**config.mk**
```make
export PLATFORM = sky130hd
export DESIGN_NAME = if_stage
export DESIGN_NICKNAME = d
export VERILOG_FILES = /design/src/rtl/if_stage_pkg.sv /design/src/rtl/if_hold_buf.sv /design/src/rtl/if_stage.sv
export SDC_FILE = /design/constraint.sdc
export NUM_CORES = 1
export LEC_CHECK = 0
export BUFFER_PORTS_ARGS = -buffer_cell sky130_fd_sc_hd__buf_4
export CORE_ASPECT_RATIO = 0.7
export CORE_MARGIN = 3
export CORE_UTILIZATION = 55
export DETAILED_ROUTE_END_ITERATION = 6
export PLACE_DENSITY_LB_ADDON = 0.3
export SYNTH_ARGS = -nofsm -noshare
export SYNTH_HDL_FRONTEND = slang
export SYNTH_SLANG_ARGS = --single-unit
```
**constraint.sdc**
```tcl
create_clock -name clk -period 6.5 [get_ports clk]
set_clock_uncertainty 0.1 [all_clocks]
set_input_delay 0.65 -clock clk [delete_from_list [all_inputs] [get_ports clk]]
set_output_delay 0.65 -clock clk [all_outputs]
set_load 0.005 [all_outputs]
```
**src/rtl/if_stage_pkg.sv**
```systemverilog
// -----------------------------------------------------------------------------
// if_stage_pkg
// Shared definitions for the instruction-fetch stage:
//   NOP_WORD  - bubble instruction (addi x0,x0,0)
//   PC_INC    - byte increment between sequential fetches
//   state_e   - fetch-control FSM encoding (2-bit)
// -----------------------------------------------------------------------------
package if_stage_pkg;

    localparam logic [31:0] NOP_WORD = 32'h0000_0013;
    localparam int          PC_INC   = 4;

    typedef enum logic [1:0] {
        S_BOOT  = 2'd0,
        S_FETCH = 2'd1,
        S_HOLD  = 2'd2
    } state_e;

endpackage

```
**src/rtl/if_hold_buf.sv**
```systemverilog
// -----------------------------------------------------------------------------
// if_hold_buf
// Single-entry {instr, pc} skid register used to park a fetched word while
// decode is stalled.
// Ports:
//   clk, reset    - clock, asynchronous active-high reset (clears valid only)
//   load_i        - capture instr_i/pc_i and mark the entry valid
//   clear_i       - drop the entry (wins over load_i)
//   instr_i, pc_i - word and its PC to capture
//   valid_o       - entry holds a word
//   instr_o, pc_o - stored word and its PC
// -----------------------------------------------------------------------------
module if_hold_buf #(
    parameter int INSTR_WIDTH = 32,
    parameter int PC_WIDTH    = 64
) (
    input  logic                   clk,
    input  logic                   reset,
    input  logic                   load_i,
    input  logic                   clear_i,
    input  logic [INSTR_WIDTH-1:0] instr_i,
    input  logic [PC_WIDTH-1:0]    pc_i,
    output logic                   valid_o,
    output logic [INSTR_WIDTH-1:0] instr_o,
    output logic [PC_WIDTH-1:0]    pc_o
);

    logic                   valid_q;
    logic [INSTR_WIDTH-1:0] instr_q;
    logic [PC_WIDTH-1:0]    pc_q;

    always_ff @(posedge clk or posedge reset) begin
        if (reset) begin
            valid_q <= 1'b0;
        end else if (clear_i) begin
            valid_q <= 1'b0;
        end else if (load_i) begin
            valid_q <= 1'b1;
        end
    end

    // Payload is qualified by valid_q, so it needs no reset.
    always_ff @(posedge clk) begin
        if (load_i) begin
            instr_q <= instr_i;
            pc_q    <= pc_i;
        end
    end

    assign valid_o = valid_q;
    assign instr_o = instr_q;
    assign pc_o    = pc_q;

endmodule

```
**src/rtl/if_stage.sv**
```systemverilog
// -----------------------------------------------------------------------------
// if_stage
// Instruction-fetch stage: owns the PC, issues reads to a synchronous
// instruction memory (data one cycle after the request) and fills the IF/ID
// pipeline register. Decode stalls are absorbed by a one-entry hold buffer;
// redirects from execute flush in-flight work and restart fetch at the target.
// Ports:
//   clk, reset      - clock, asynchronous active-high reset
//   imem_req        - read request this cycle
//   imem_addr       - request byte address (current PC)
//   imem_rdata      - read data, valid one cycle after an accepted request
//   stall_id        - decode cannot accept; IF/ID holds
//   redirect_valid  - taken branch/jump from execute
//   redirect_pc     - redirect target (low two bits forced to zero)
//   id_valid        - IF/ID holds a real instruction
//   id_instr        - IF/ID instruction (NOP when invalid)
//   id_pc           - PC of id_instr
// -----------------------------------------------------------------------------
module if_stage
    import if_stage_pkg::*;
#(
    parameter int                     INSTR_WIDTH = 32,
    parameter int                     PC_WIDTH    = 64,
    parameter logic [PC_WIDTH-1:0]    RESET_PC    = '0,
    parameter logic [INSTR_WIDTH-1:0] NOP_INSTR   = NOP_WORD
) (
    input  logic                   clk,
    input  logic                   reset,
    output logic                   imem_req,
    output logic [PC_WIDTH-1:0]    imem_addr,
    input  logic [INSTR_WIDTH-1:0] imem_rdata,
    input  logic                   stall_id,
    input  logic                   redirect_valid,
    input  logic [PC_WIDTH-1:0]    redirect_pc,
    output logic                   id_valid,
    output logic [INSTR_WIDTH-1:0] id_instr,
    output logic [PC_WIDTH-1:0]    id_pc
);

    state_e                 state_q, state_d;
    logic [PC_WIDTH-1:0]    pc_q;
    logic                   inflight_q;
    logic [PC_WIDTH-1:0]    inflight_pc_q;
    logic                   id_valid_q, id_valid_d;
    logic [INSTR_WIDTH-1:0] id_instr_q, id_instr_d;
    logic [PC_WIDTH-1:0]    id_pc_q, id_pc_d;

    logic                   buf_valid;
    logic [INSTR_WIDTH-1:0] buf_instr;
    logic [PC_WIDTH-1:0]    buf_pc;
    logic                   buf_load;
    logic                   buf_clear;
    logic [PC_WIDTH-1:0]    redirect_pc_aligned;

    assign redirect_pc_aligned = redirect_pc & ~PC_WIDTH'(3);

    // Never request while a word is parked: the buffer must drain before any
    // new response can arrive, so buffer and response never collide.
    assign imem_req  = (state_q == S_FETCH) && !stall_id && !buf_valid && !redirect_valid;
    assign imem_addr = pc_q;

    // Park a returning word when decode is stalled; a redirect discards it.
    assign buf_load  = inflight_q && stall_id && !redirect_valid;
    assign buf_clear = redirect_valid || (!stall_id && buf_valid);

    if_hold_buf #(
        .INSTR_WIDTH(INSTR_WIDTH),
        .PC_WIDTH   (PC_WIDTH)
    ) u_hold_buf (
        .clk    (clk),
        .reset  (reset),
        .load_i (buf_load),
        .clear_i(buf_clear),
        .instr_i(imem_rdata),
        .pc_i   (inflight_pc_q),
        .valid_o(buf_valid),
        .instr_o(buf_instr),
        .pc_o   (buf_pc)
    );

    always_comb begin
        state_d = state_q;
        unique case (state_q)
            S_BOOT:  state_d = S_FETCH;
            S_FETCH: begin
                if (redirect_valid) begin
                    state_d = S_FETCH;
                end else if ((stall_id && inflight_q) || buf_valid) begin
                    state_d = S_HOLD;
                end
            end
            // Stall released: the buffer drains into IF/ID this cycle.
            S_HOLD:  if (redirect_valid || !stall_id) state_d = S_FETCH;
            default: state_d = S_BOOT;
        endcase
    end

    // IF/ID next value: redirect flush > stall hold > buffer > response > bubble.
    always_comb begin
        id_valid_d = id_valid_q;
        id_instr_d = id_instr_q;
        id_pc_d    = id_pc_q;
        if (redirect_valid) begin
            id_valid_d = 1'b0;
            id_instr_d = NOP_INSTR;
        end else if (!stall_id) begin
            if (buf_valid) begin
                id_valid_d = 1'b1;
                id_instr_d = buf_instr;
                id_pc_d    = buf_pc;
            end else if (inflight_q) begin
                id_valid_d = 1'b1;
                id_instr_d = imem_rdata;
                id_pc_d    = inflight_pc_q;
            end else begin
                id_valid_d = 1'b0;
                id_instr_d = NOP_INSTR;
            end
        end
    end

    always_ff @(posedge clk or posedge reset) begin
        if (reset) begin
            state_q    <= S_BOOT;
            pc_q       <= RESET_PC;
            inflight_q <= 1'b0;
            id_valid_q <= 1'b0;
            id_instr_q <= NOP_INSTR;
            id_pc_q    <= '0;
        end else begin
            state_q    <= state_d;
            inflight_q <= imem_req;
            id_valid_q <= id_valid_d;
            id_instr_q <= id_instr_d;
            id_pc_q    <= id_pc_d;
            if (redirect_valid) begin
                pc_q <= redirect_pc_aligned;
            end else if (imem_req) begin
                pc_q <= pc_q + PC_WIDTH'(PC_INC);
            end
        end
    end

    // Only meaningful while inflight_q is set.
    always_ff @(posedge clk) begin
        if (imem_req) begin
            inflight_pc_q <= pc_q;
        end
    end

    assign id_valid = id_valid_q;
    assign id_instr = id_instr_q;
    assign id_pc    = id_pc_q;

endmodule
```
==> impl_metrics.csv, run 1 <==
group,metric,value,unit
finish,postLayoutCoreUtil,70.6,%
placed_design,place_area,15200,um2
sta,finalSetupViolations,0,
finish,syn_to_final_growth,24.0,%
yosys,ys_warn_count,0,
route,drt-initial-drc-count,954,
yosys,syn_inst,1088,
yosys,synth_ff_type,"dfrtp_1",
sta,hold_violations,0,
critical_path,rrSetupSlack,2.89,ns
cts,post_cts_resized,0,
placed_design,place_congestion,0.818,
finish,final_cells,1657,
critical_path,crit_type,"reg2out",
status,status,"finished, final reports clean",
yosys,synth-seq-cells,317,
cts,cts_setup_buffers,0,
sta,holdWs,0.167,ns
die,num_rows,46,
pwr,seqPwrFrac,50.6,%
job,max_cap_violations,0,
critical_path,start_kind,"flop",
placed_design,port-buffer-count,255,
sta,slew_viol_final,0,
critical_path,worstSetupStartpoint,"u_hold_buf.valid_o",
route,routed_wl,34.0,mm
yosys,avgSynthCellArea,12.0,um2
sta,min_period,4.05,ns
sta,rsz0062_at_grt,"false",
die,io-pin-count,262,
critical_path,r2r-end,"imem_addr[52]",
critical_path,worstSetupEndpointType,"output pin",
yosys,async_reset_ff_share,50.8,%
placed_design,dpl.hpwl,22.0,mm
critical_path,cp_max_fo,54,
critical_path,slowest_stage,"nor2_4",
route,dr.pass1.iters,6,
placed_design,dp_cells,1601,
die,die_h,135,um
finish,fin_nets,1422,
finish,drive_gt1_share,24.8,%
die,dieWidth,191,um
critical_path,critical_path.cell_chain,"or4b_1, nor2_4, buf_4",
global_routing,grt_pass1_vias,9496,
critical_path,crit_family,"simple AND/OR/NAND/NOR gates",
route,drc,0,
global_routing,grt_pass1_wl,52.3,mm
critical_path,endpoint,"imem_req",
critical_path,r2r_cells,6,
yosys,synth_edf_count,156,
cts,clock_latency,0.55,ns
global_routing,overflow,0,
die,initial_core_util,56.9,%
pwr,p_leak,6.52,nW
pwr,peakVddDrop,243,uV
cts,cts_tree,"done",
cts,holdBufCountCts,0,
pwr,powerDensity,306,nW/um2
cts,cts.sinks,317,
sta,slew_headroom,13.7,%
sta,clock.fmax,247,MHz
pwr,power_frac_comb,12.9,%
global_routing,gr-usage-all-layers,25.8,%
cts,cts_max_level,1,
critical_path,cp.arrival,3.30,ns
critical_path,cp.depth,3,
route,wl_per_cell,20.5,um
pwr,clkPwrFrac,36.5,%
global_routing,grt_max_degree,90,
cts,numCtsBuffers,30,
die,dieArea,25700,um2
route,num_vias,9777,
route,viasPerCell,5.90,
finish,antenna_cells,0,
finish,layout_commonest_cell,"buf_4",
critical_path,critPathRequiredTime,5.75,ns
yosys,ys_types,53,
cts,clkSlewWorstSetupHoldPaths,0.06,ns
critical_path,rr_startpoint,"u_hold_buf.valid_o",
critical_path,cp_num_buf_inv,1,
finish,fin_area,16300,um2
die,core,23000,um2
critical_path,max_stage_delay,0.88,ns
pwr,switching_share,25.1,%
sta,fin_crit_sh,62.3,%
global_routing,antenna_found_initial,1,
yosys,netlist_area,13100,um2
finish,final_cell_mix,"265 x buf_4, 157 x dfrtp_1, 156 x edfxtp_1",
worst_hold_path,hold_path.class,"in2async",
yosys,seq_area_frac_synth,66.5,%
cts,clk_path_buf_depth,3,
pwr,p_switching,1.25,mW
sta,setup_tns,0,ns
route,antenna_left,0,
cts,cts-root-buf,"clkbuf_16",
pwr,internal-power,3.72,mW
sta,worst_pin_slew,1.29,ns
-- synth_stat cells, types with 2 or more instances --
cell type / count / area [um2]
mux2i_1: 65 / 651
nor2_1: 89 / 334
xor2_1: 17 / 149
o31ai_1: 2 / 15.0
xnor2_1: 23 / 201
or2_2: 2 / 12.5
a211o_1: 2 / 17.5
o211ai_1: 5 / 37.5
or4_1: 12 / 90.1
a221o_1: 2 / 20.0
nor3_1: 8 / 40.0
a21o_1: 2 / 15.0
buf_1: 9 / 33.8
nand2_1: 143 / 537
clkbuf_1: 50 / 188
edfxtp_1: 156 / 4680
buf_6: 3 / 33.8
nor2b_1: 4 / 25.0
o22a_1: 3 / 26.3
inv_1: 12 / 45.0
nor4_1: 16 / 100
and3_1: 6 / 37.5
nand3b_1: 2 / 15.0
or3_1: 11 / 68.8
nand3_1: 35 / 175
nand4_1: 28 / 175
a22oi_1: 30 / 225
a21oi_1: 35 / 175
dfstp_2: 3 / 78.8
buf_4: 4 / 30.0
dfrtp_1: 158 / 3950
mux2_2: 4 / 45.0
and4_1: 8 / 70.1
nor4_2: 3 / 37.5
nor4b_1: 2 / 17.5
a31oi_1: 11 / 68.8
o21ai_0: 106 / 531
o21ai_1: 2 / 10.0
-- layer usage --
| metal | track usage (%) | routed length (um) | part of all wire (%) | up-vias |
|---|---|---|---|---|
| li1 | - | - | - | 4433 |
| met1 | 38.1 | 14600 | 43 | 4810 |
| met2 | 39.0 | 15200 | 45 | 467 |
| met3 | 6.23 | 3320 | 9.8 | 65 |
| met4 | 6.97 | 813 | 2.4 | 2 |
| met5 | 0 | 15 | 0.044 | - |
-- per-stage QoR --
stage | worst slack (ns) | power, mW
2_1_floorplan | 1.41 | 2.76
3_3_place_gp | 2.87 | 3.16
3_5_place_dp | 2.73 | 3.19
4_1_cts | 2.42 | 4.99
5_1_grt | 2.34 | 5.17
6_report | 2.45 | 4.97
-- flip-flops by register name, indices dropped and copies added (netlist names), 2 cells and up --
signal              cells
id_pc                  62
imem_addr              62
inflight_pc_q          62
u_hold_buf.pc_o        62
id_instr               32
u_hold_buf.instr_o     32
state_q                 2
-- power by group through the flow --
| stage | clock network (mW) | logic (mW) | registers [mW] |
|---|---|---|---|
| after floorplan | 0 | 0.260 | 2.50 |
| after global placement | 0 | 0.628 | 2.53 |
| after detailed placement | 0 | 0.649 | 2.54 |
| after CTS | 1.83 | 0.653 | 2.51 |
| after global routing | 1.92 | 0.714 | 2.54 |
| final | 1.81 | 0.643 | 2.51 |
-- cell families after synthesis --
group                    after synthesis  synth area share (%)
flip-flops                           317                  66.5
buffers and inverters                 80                  2.59
other                                  1                0.0286
adder cells (fa/ha/maj)                1                0.0955
XOR/XNOR                              40                  2.67
multiplexers                          69                  5.31
AO/OA/AOI/OAI                        205                  9.04
AND/OR/NAND/NOR                      375                  13.8
-- how the worst min path moves through the flow --
stage	endpoint	cells past startpoint
global placement	u_hold_buf.pc_o[39]	0
detailed placement	u_hold_buf.pc_o[27]	0
floorplan	u_hold_buf.pc_o[10]	0
finish	id_instr[6]	2
global route	u_hold_buf.instr_o[10]	1
CTS	u_hold_buf.instr_o[27]	1
-- cell type report --
type	count	area [um2]
multi-input combinational	694	4080
inverter	13	53.8
clock buffer	44	885
timing repair buffer	265	1990
clock inverter	12	138
sequential	317	8720
tap	312	390
fill	1654	6760
(Power assumes the default switching activity.)
==> run 2: changes to the inputs <==
--- a/config.mk
+++ b/config.mk
@@ -8,7 +8,7 @@
 export BUFFER_PORTS_ARGS = -buffer_cell sky130_fd_sc_hd__buf_4
 export CORE_ASPECT_RATIO = 0.7
 export CORE_MARGIN = 3
-export CORE_UTILIZATION = 55
+export CORE_UTILIZATION = 50
 export DETAILED_ROUTE_END_ITERATION = 6
 export PLACE_DENSITY_LB_ADDON = 0.3
 export SYNTH_ARGS = -nofsm -noshare
==> constraint.sdc (replaced) <==
create_clock -name clk -period 3.48 [get_ports clk]
set_clock_uncertainty 0.1 [all_clocks]
set_input_delay 0.348 -clock clk [delete_from_list [all_inputs] [get_ports clk]]
set_output_delay 0.348 -clock clk [all_outputs]
set_load 0.005 [all_outputs]
==> impl_metrics.csv, run 2 (same netlist as run 1, synthesis figures left out) <==
group,metric,value,unit
status,status,"finished, violations left",
status,violations,"hold timing",
critical_path,cp.arrival,3.42,ns
die,dieWidth,200,um
sta,holdWs,-0.153,ns
sta,min_period,3.05,ns
global_routing,grt_pass1_wl,55.0,mm
critical_path,slowest_stage,"or4b_1",
die,die_h,141,um
finish,seqCellArea,8720,um2
die,num_rows,48,
global_routing,antenna_found_initial,1,
finish,final_cell_mix,"270 x buf_4, 157 x dfrtp_1, 156 x edfxtp_1",
route,routed_wl,35.3,mm
cts,clock_latency,0.55,ns
cts,numCtsBuffers,30,
sta,setup_tns,0,ns
critical_path,critPathRequiredTime,3.85,ns
placed_design,place_congestion,0.820,
cts,holdBufCountCts,93,
job,max_cap_violations,0,
cts,cts_max_level,1,
sta,fin_crit_sh,87.6,%
route,wl_per_cell,19.9,um
pwr,p_leak,7.00,nW
cts,clk_path_buf_depth,3,
finish,drive_gt1_share,24.0,%
route,viasPerCell,5.64,
placed_design,place_area,15400,um2
cts,cts_tree,"done",
placed_design,port-buffer-count,255,
cts,cts-root-buf,"clkbuf_16",
critical_path,r2r-end,"imem_addr[52]",
cts,cts_setup_buffers,0,
finish,multi_input_area,4080,um2
critical_path,start_kind,"flop",
sta,rsz0062_at_grt,"false",
die,core,25200,um2
cts,post_cts_resized,0,
global_routing,grt_pass1_vias,9756,
route,drc,0,
finish,layout_commonest_cell,"buf_4",
sta,clock.fmax,328,MHz
route,drt-initial-drc-count,737,
die,initial_core_util,52.0,%
die,dieArea,28200,um2
cts,cts.sinks,317,
finish,nFillCells,1843,
sta,slew_viol_final,0,
critical_path,worstSetupEndpointType,"flop",
sta,worst_pin_slew,1.22,ns
sta,slew_headroom,18.8,%
critical_path,r2r_cells,5,
critical_path,max_stage_delay,0.71,ns
worst_hold_path,hold_path.class,"in2async",
critical_path,crit_type,"reg2reg",
global_routing,grt_max_degree,162,
finish,syn_to_final_growth,32.7,%
pwr,powerDensity,549,nW/um2
critical_path,rrSetupSlack,0.43,ns
finish,fin_area,17400,um2
global_routing,gr-usage-all-layers,24.5,%
route,antenna_left,0,
critical_path,cp_max_fo,12,
global_routing,overflow,0,
sta,hold_violations,48,
sta,finalSetupViolations,0,
route,num_vias,9999,
critical_path,rr_startpoint,"u_hold_buf.valid_o",
critical_path,critical_path.cell_chain,"or4b_1, nor4_2, nand4_1, or4_1, a31oi_1",
die,io-pin-count,262,
finish,fin_nets,1524,
placed_design,dpl.hpwl,22.4,mm
route,dr.pass1.iters,5,
pwr,peakVddDrop,430,uV
cts,clkSlewWorstSetupHoldPaths,0.06,ns
run 2: changes by cell type in the layout (fill, tap and decap cells not counted), sizes merged:
cell / previous run / this run
buf: 265 / 274
bufinv: 3 / 5
clkinv: 8 / 6
clkinvlp: 0 / 2
diode: 0 / 2
dlygate4sd3: 0 / 93
inv: 14 / 12
run 2: final cells by class:
class / instances / share of cell area (%)
Clock inverter: 12 / 1.14
Timing Repair Buffer: 367 / 17.5
Multi-Input combinational cell: 694 / 23.5
Tap cell: 325 / 2.34
Clock buffer: 44 / 5.14
Sequential cell: 317 / 50.1
Antenna cell: 2 / 0.0288
Inverter: 13 / 0.302
run 2: routing by layer:
| layer | vias up | track usage, % | routed length [um] |
|---|---|---|---|
| met5 | - | 0 | 0 |
| met4 | 0 | 5.61 | 810 |
| met3 | 52 | 4.18 | 2610 |
| met2 | 415 | 38.2 | 16300 |
| met1 | 4894 | 36.5 | 15500 |
| li1 | 4638 | - | - |
run 2: stage by stage:
stage	cells	util [%]	power (mW)	hold WS, ns	setup slack, ns
after floorplan	1091	-	5.15	0.326	0.115
after global placement	1623	60.9	5.92	0.328	0.509
after CTS	1772	68.9	9.62	0.000829	0.392
after detailed placement	1623	60.9	5.98	0.331	0.422
final	1774	69.0	9.56	-0.153	0.432
after global routing	1773	69.0	9.96	0.0394	0.173
run 2: worst max-delay path by stage:
stage                       start           endpoint  slack (ns)  cells after the start
6_report       u_hold_buf.valid_o      imem_addr[52]        0.43                      5
5_1_grt        u_hold_buf.valid_o      imem_addr[52]        0.17                      5
3_5_place_dp   u_hold_buf.valid_o      imem_addr[52]        0.42                      5
3_3_place_gp   u_hold_buf.valid_o      imem_addr[52]        0.51                      5
4_1_cts        u_hold_buf.valid_o      imem_addr[52]        0.39                      5
2_1_floorplan      redirect_valid  inflight_pc_q[10]        0.12                      5
run 2: critical path, delay by kind of cell (launching register included):
family / cells / cell delay, ns
compound gates: 1 / 0.17
simple gates: 4 / 2.22
flops: 1 / 0.47
run 2: power breakdown:
group          leakage (nW)  internal, mW  switching (mW)  total [mW]
Combinational          3.03         0.710           0.622        1.33
Clock                 0.535          2.15            1.41        3.55
Sequential             3.43          4.34           0.331        4.67
